--- config.mk ---
export PLATFORM = sky130hd
export DESIGN_NAME = ddr_rx_bitslip_align
export DESIGN_NICKNAME = d
export VERILOG_FILES = /design/src/rtl/ddr_rx_bitslip_align.sv
export SDC_FILE = /design/constraint.sdc
export NUM_CORES = 1
export LEC_CHECK = 0
export ABC_CLOCK_PERIOD_IN_PS = 2000
export BUFFER_PORTS_ARGS = -buffer_cell sky130_fd_sc_hd__buf_2
export CORE_MARGIN = 3
export CORE_UTILIZATION = 35
export DETAILED_ROUTE_END_ITERATION = 12
export GPL_ROUTABILITY_DRIVEN = 0
export HOLD_SLACK_MARGIN = 0.08
export PLACE_DENSITY = 0.61
export SYNTH_ARGS = -nofsm -noshare
export SYNTH_HDL_FRONTEND = slang
export SYNTH_SLANG_ARGS = --single-unit
--- constraint.sdc ---
create_clock -name FAB_CLK -period 2 [get_ports FAB_CLK]
set_input_delay 0.2 -clock FAB_CLK [delete_from_list [all_inputs] [get_ports FAB_CLK]]
set_output_delay 0.2 -clock FAB_CLK [all_outputs]
set_load 0.01 [all_outputs]
--- src/rtl/ddr_rx_bitslip_align.sv ---
// DDR lane word aligner: slips the IOD until TRAIN_PATTERN repeats MATCH_CNT times; 1-cycle data latency once locked, no backpressure.
// Optional DDR_RX_ALIGN_STATUS_EN adds the SLIP_COUNT status output.
module ddr_rx_bitslip_align #(
  parameter logic [7:0] TRAIN_PATTERN = 8'h0F,
  parameter int         MATCH_CNT     = 8,
  parameter int         SLIP_WAIT     = 4,
  parameter int         MAX_SLIPS     = 8
) (
  input  logic       FAB_CLK,
  input  logic       ARST_N,
  input  logic [7:0] RX_DATA,
  input  logic       RX_DATA_VALID,
  input  logic       TRAIN_START,
  output logic       RX_BIT_SLIP,
  output logic       ALIGN_DONE,
  output logic       ALIGN_FAIL,
  output logic [7:0] DATA_OUT,
  output logic       DATA_VALID
`ifdef DDR_RX_ALIGN_STATUS_EN
  ,
  output logic [3:0] SLIP_COUNT
`endif
);

  typedef enum logic [2:0] {IDLE, CHECK, WAIT, LOCKED, FAIL} state_t;

  localparam logic [7:0] MATCH_LAST = 8'(MATCH_CNT - 1);
  localparam logic [3:0] SLIP_LIMIT = 4'(MAX_SLIPS);
  localparam logic [3:0] WAIT_LAST  = 4'(SLIP_WAIT - 1);

  state_t     state;
  logic [7:0] match_cnt;
  logic [3:0] slip_cnt;
  logic [3:0] wait_cnt;

  always_ff @(posedge FAB_CLK or negedge ARST_N) begin
    if (!ARST_N) begin
      state       <= IDLE;
      match_cnt   <= 8'h00;
      slip_cnt    <= 4'h0;
      wait_cnt    <= 4'h0;
      RX_BIT_SLIP <= 1'b0;
      ALIGN_DONE  <= 1'b0;
      ALIGN_FAIL  <= 1'b0;
      DATA_OUT    <= 8'h00;
      DATA_VALID  <= 1'b0;
    end else begin
      // Slip and data-valid are single-cycle unless re-asserted below.
      RX_BIT_SLIP <= 1'b0;
      DATA_VALID  <= 1'b0;
      if (TRAIN_START) begin
        state      <= CHECK;
        match_cnt  <= 8'h00;
        slip_cnt   <= 4'h0;
        wait_cnt   <= 4'h0;
        ALIGN_DONE <= 1'b0;
        ALIGN_FAIL <= 1'b0;
      end else begin
        case (state)
          CHECK: begin
            if (RX_DATA_VALID) begin
              if (RX_DATA == TRAIN_PATTERN) begin
                if (match_cnt >= MATCH_LAST) begin
                  state      <= LOCKED;
                  ALIGN_DONE <= 1'b1;
                end
                if (match_cnt != 8'hFF) match_cnt <= match_cnt + 8'd1;
              end else if (slip_cnt < SLIP_LIMIT) begin
                match_cnt   <= 8'h00;
                if (slip_cnt != 4'hF) slip_cnt <= slip_cnt + 4'd1;
                wait_cnt    <= 4'h0;
                RX_BIT_SLIP <= 1'b1;
                state       <= WAIT;
              end else begin
                state      <= FAIL;
                ALIGN_FAIL <= 1'b1;
              end
            end
          end
          WAIT: begin
            // Give the IOD time to settle after the slip before comparing again.
            if (wait_cnt >= WAIT_LAST) state <= CHECK;
            else wait_cnt <= wait_cnt + 4'd1;
          end
          LOCKED: begin
            DATA_OUT   <= RX_DATA;
            DATA_VALID <= RX_DATA_VALID;
          end
          IDLE, FAIL: begin
          end
          default: state <= IDLE;
        endcase
      end
    end
  end

`ifdef DDR_RX_ALIGN_STATUS_EN
  assign SLIP_COUNT = slip_cnt;
`endif

endmodule

== Yosys cells after proc, flatten, opt, wreduce, memory -nomap -nowiden ==
Index checks and enable logic that the tools add are counted.

* Add/sub/neg operators: 3
* Bitwise logic cells: 1
* Equal/unequal tests: 17
* $lt $le $gt $ge: 3
* Reductions and logical operators: 17
* Mux-type cells: 42

{| class="wikitable"
|+ Operators with widths
! kind !! count
|-
| 8-bit 2-to-1 mux || 6
|-
| 4-bit 2-to-1 mux || 11
|-
| 3-bit 2-to-1 mux || 6
|-
| 1-bit 2-to-1 mux || 17
|-
| 4-bit AND reduction || 4
|-
| 3-bit inequality test, second input constant || 5
|-
| 2-bit nonzero test || 6
|-
| 5-bit AND reduction || 2
|-
| 3-bit case mux with 3 select lines || 1
|-
| 4-bit by 1-bit adder with 4-bit output, second input constant || 2
|-
| 8-bit by 1-bit adder with 8-bit output, second input constant || 1
|-
| 8-bit by 4-bit == test with 1-bit output, second input constant || 1
|-
| 8-bit by 3-bit >= comparator with 1-bit output, second input constant || 1
|-
| 4-bit inequality test, second input constant || 2
|-
| 8-bit inequality test, second input constant || 1
|-
| 4-bit case mux with 2 select lines || 1
|-
| 3-bit by 2-bit == test with 1-bit output, second input constant || 2
|-
| 3-bit nonzero test || 2
|-
| 4-bit by 2-bit >= comparator with 1-bit output, second input constant || 1
|-
| 4-bit less-than comparator, second input constant || 1
|-
| 2-bit inequality test, second input constant || 2
|-
| 3-bit by 1-bit == test with 1-bit output, second input constant || 1
|-
| 3-bit == test, second input constant || 1
|-
| 3-bit logical NOT || 1
|-
| other kinds (5) || 5
|}

* Flip-flop bits (word level): 31

== Longest topological paths before layout ==
* Depth after elaboration: 7
* Mapped depth: 6
* Depth with buffers taken out: 5

== Least setup slack after synthesis ==
OpenSTA, ideal clock, no wires.

* Path kind: register to register
* Start: reg wait_cnt[0]
* End: reg state[0]
* Path buffers: 0
* Arrival time: 1692 ps
* Clock period less this slack: 1814 ps
* Stages on the path, launching flop included: 6
* Data required time: 1878 ps
* Path slack: 186 ps
* Cells stage by stage: dfrtp_1 ha_1 or3_1 a2111oi_2 mux2i_1 nand2_1

* Cells in the longest elaborated chain, start to end: 3

{| class="wikitable"
|+ Ends and longest elaborated chain
! what !! RTL line !! text
|-
| start: declaration || 34 || <nowiki>logic [3:0] wait_cnt;</nowiki>
|-
| start signal: assignment || 83 || <nowiki>else wait_cnt <= wait_cnt + 4'd1;</nowiki>
|-
| 4-bit by 2-bit >= comparator with 1-bit output || 82 || <nowiki>if (wait_cnt >= WAIT_LAST) state <= CHECK;</nowiki>
|-
| 3-bit inequality test (no line) || - ||
|-
| 4-bit AND reduction (no line) || - ||
|-
| end signal: assignment || 75 || <nowiki>state <= FAIL;</nowiki>
|-
| end signal: assignment || 82 ||
|-
| end signal: assignment || 91 || <nowiki>default: state <= IDLE;</nowiki>
|-
| end: declaration || 31 || <nowiki>state_t state;</nowiki>
|}

No other way between the ends.
A chain may end at the register's enable or synchronous reset.

== Final worst setup path ==
Same ends and word-level chain as after synthesis.

==> impl_metrics.toml <==
[timing]
drv_slew = 0
hold_viol_final = 0
fmax_mhz = 564
setup_viol = 0
min_period_ns = 1.77
skew_ns = 0.00281
timing.final.crit_share_pct = 88.7
max_slew_margin_pct = 53.0
worst_pin_slew_ns = 0.705
tns_ns = 0
rsz0062_at_grt = "false"

[setup_path]
cp_slowest_cell = "dfrtp_1"
cp.buffers_inverters = 0
rr_startpoint = "wait_cnt[0]"
cp_data_arrival_time_ns = 1.94
rr_worst_depth = 5
r2r_end = "state[0]"
max_stage_delay_ns = 0.39
worstPathMaxFanout = 3
path_delay_family = "simple AND/OR/NAND/NOR gates"
worst-path-stages = 5
worstPathCellList = "ha_1 > or3_1 > a2111oi_2 > mux2i_1 > nand2_1"
crit_start = "wait_cnt[0]"
cp-start-kind = "flip-flop"
crit_path_end = "state[0]"
rrSetupSlack_ns = 0.23
end_kind = "flip-flop"
cp.required_ns = 2.17
path_class = "flip-flop to flip-flop"

[floorplan]
row_count = 24
die_x_microns = 75.5
dieArea_sq_um = 5700
coreArea_sq_um = 4500
io_pins = 24
fp.dieH_microns = 75.5
start_util_pct = 37.6

[cts]
htreeDepth = 2
cts-buffers-inserted = 5
cts_tree = "built"
cts_max_path_buffers = 2
clk_latency_ns = 0.28
post_cts_buffers = 0
cts.clk_slew.worst_paths_ns = 0.06
clock-sinks = 31
cts-root-buf = "clkbuf_8"

[logic_synthesis]
synth_cell_types = 49
synth_top_family_by_area = "simple AND/OR/NAND/NOR gates"
ys_async_sr_fraction_pct = 100
synthAdderAreaFrac_pct = 2.22
synth_edf_count = 0
synth_xor_area_share_pct = 0.518
muxShareOfSynthArea_pct = 7.84
ys_warn_count = 0
synth_area_sq_um = 1690
ys_seq_area_share_pct = 45.9
synth_compound_area_share_pct = 17.4
syn_nets = 173
synth_flop_cell = "dfrtp_1"
ys_seq_elements = 31
syn_avg_cell_area_sq_um = 10.7
synth-simple-area-share_pct = 21.2
synth_cells = 158

[power]
p_sw_share_pct = 28.6
p_per_area_nw_per_um2 = 841
seqPwrFrac_pct = 47.5
p_int_w = 0.00118
p_leak_nw = 0.873
ir_worst_vdd_v = 0.000408
p_switching_w = 0.000472
power_frac_clock_pct = 29.8
comb_power_share_pct = 22.7

[global_route]
grtUsageTotal_pct = 15.0
antenna_found_initial = 0
grt_pass1_vias = 1380
grt_first_pass_wirelength_mm = 6.56
grt_overflow = 0
grt_max_degree = 32

[finish]
finalNetCount = 204
drive_gt1_share_pct = 29.6
fin_area_sq_um = 1960
area_growth_pct = 16.1
n_fill_cell = 424
diodes = 0

[placed_design]
post_dp_cell_area_sq_um = 1870
hpwl_mm = 2.83
port_buffers = 23

[drt]
drtAntennaViolNets = 0
drt_pass1_iterations = 4
drt_iter0_drc = 75
wl_mm = 3.81
drc = 0
post_drt_wl_per_cell_microns = 15.8
vias = 1347
via_per_inst = 5.59

[run]
drv_cap = 0

[status]
status = "finished, final reports clean"

[hold_path]
hp-class = "input pin to flip-flop"
worst_hold_path.num_cells = 2
## cell families after synthesis
| family | count (synthesis) |
|---|---|
| simple gates | 59 |
| mux | 12 |
| buf+inv | 14 |
| flops | 31 |
| fa+ha+maj | 3 |
| xor+xnor | 1 |
| compound gates | 38 |
## final cells by class
type,count,area (sq um),share of cell area [%]
well taps,52,65.1,3.31
inverters,7,26.3,1.34
repair buffers,31,178,9.05
multi-input cells,113,831,42.3
clock buffers,6,82.6,4.21
clock inverters,1,5.00,0.255
flip-flops and latches,31,776,39.5
## how the worst min path moves through the flow
stage	start	endpoint	slack, ns
6_report	RX_DATA_VALID	DATA_VALID	0.17
5_1_grt	RX_DATA_VALID	DATA_VALID	0.18
4_1_cts	RX_DATA_VALID	DATA_VALID	0.17
3_5_place_dp	ARST_N	state[1]	0.29
3_3_place_gp	ARST_N	state[1]	0.27
2_1_floorplan	ARST_N	ALIGN_DONE	-0.1
## per-stage QoR
step                      hold WS, ns  setup WS (ns)  util (%)  power (W)  instances
after floorplan               -0.0956          0.186         -    0.00101        158
after global placement          0.271          0.259      41.4    0.00115        233
after detailed placement        0.290          0.229      41.4    0.00118        233
after CTS                       0.168          0.215      43.6    0.00168        241
after global routing            0.182         0.0536      43.6    0.00175        241
final                           0.171          0.227      43.6    0.00165        241
## worst register-to-register path: cells and delay by family, from the launching register on
family	cells	cell delay [ns]
AO/OA/AOI/OAI	1	0.39
AND/OR/NAND/NOR	2	0.44
multiplexers	1	0.23
flip-flops	1	0.39
adder cells (fa/ha/maj)	1	0.21
## repair_timing
action | in CTS | in global routing
hold endpoints to repair | 31 | 0
endpoints found under the setup margin | 0 | 0
resized for setup | 0 | 0
hold buffers | 1 | 0
## layer usage
layer | global-route usage [%] | routed length, microns | vias up
met1 | 18.3 | 1650 | 658
met3 | 3.17 | 133 | 6
li1 | - | - | 655
met4 | 5.63 | 68 | 0
met2 | 26.0 | 1960 | 28
met5 | 0 | 0 | -
## layout by cell type, fill, tap and decap left out, types with 6 or more instances in the layout
master	synthesis	final
dfrtp_1	31	31
buf_2	1	23
nand2_1	13	13
nor2_1	11	11
mux2_2	8	8
inv_1	7	7
buf_4	2	7
a31oi_1	6	6
a21oi_1	6	6
clkbuf_8	0	6
## sequential cells by signal, summed over array words and instances, names as in the netlist
signal / flops
DATA_OUT: 8
match_cnt: 8
slip_cnt: 4
wait_cnt: 4
state: 3
ALIGN_DONE: 1
ALIGN_FAIL: 1
DATA_VALID: 1
RX_BIT_SLIP: 1
## Yosys cell counts (3+ instances only)
library cell,n,share of area [%]
nand2_1,13,2.9
ha_1,3,2.2
and2_1,4,1.5
a31oi_1,6,2.2
o21ai_0,5,1.5
buf_6,3,2.0
nor2b_1,3,1.1
and3_1,4,1.5
inv_1,7,1.6
mux2_2,8,5.3
o211ai_1,3,1.3
o2111ai_1,3,1.6
nor2_1,11,2.4
a21oi_1,6,1.8
dfrtp_1,31,46
nand3_1,5,1.5
nand4_1,5,1.8
## power groups by stage
stage	sequential, W	clock (W)	combinational, W
after floorplan	0.000834	0	0.000172
after CTS	0.000786	0.000508	0.000383
after detailed placement	0.000796	0	0.000381
after global routing	0.000799	0.000533	0.000414
after global placement	0.000789	0	0.000363
final	0.000784	0.000493	0.000374
No activity file was read; power rests on OpenSTA's default activity.
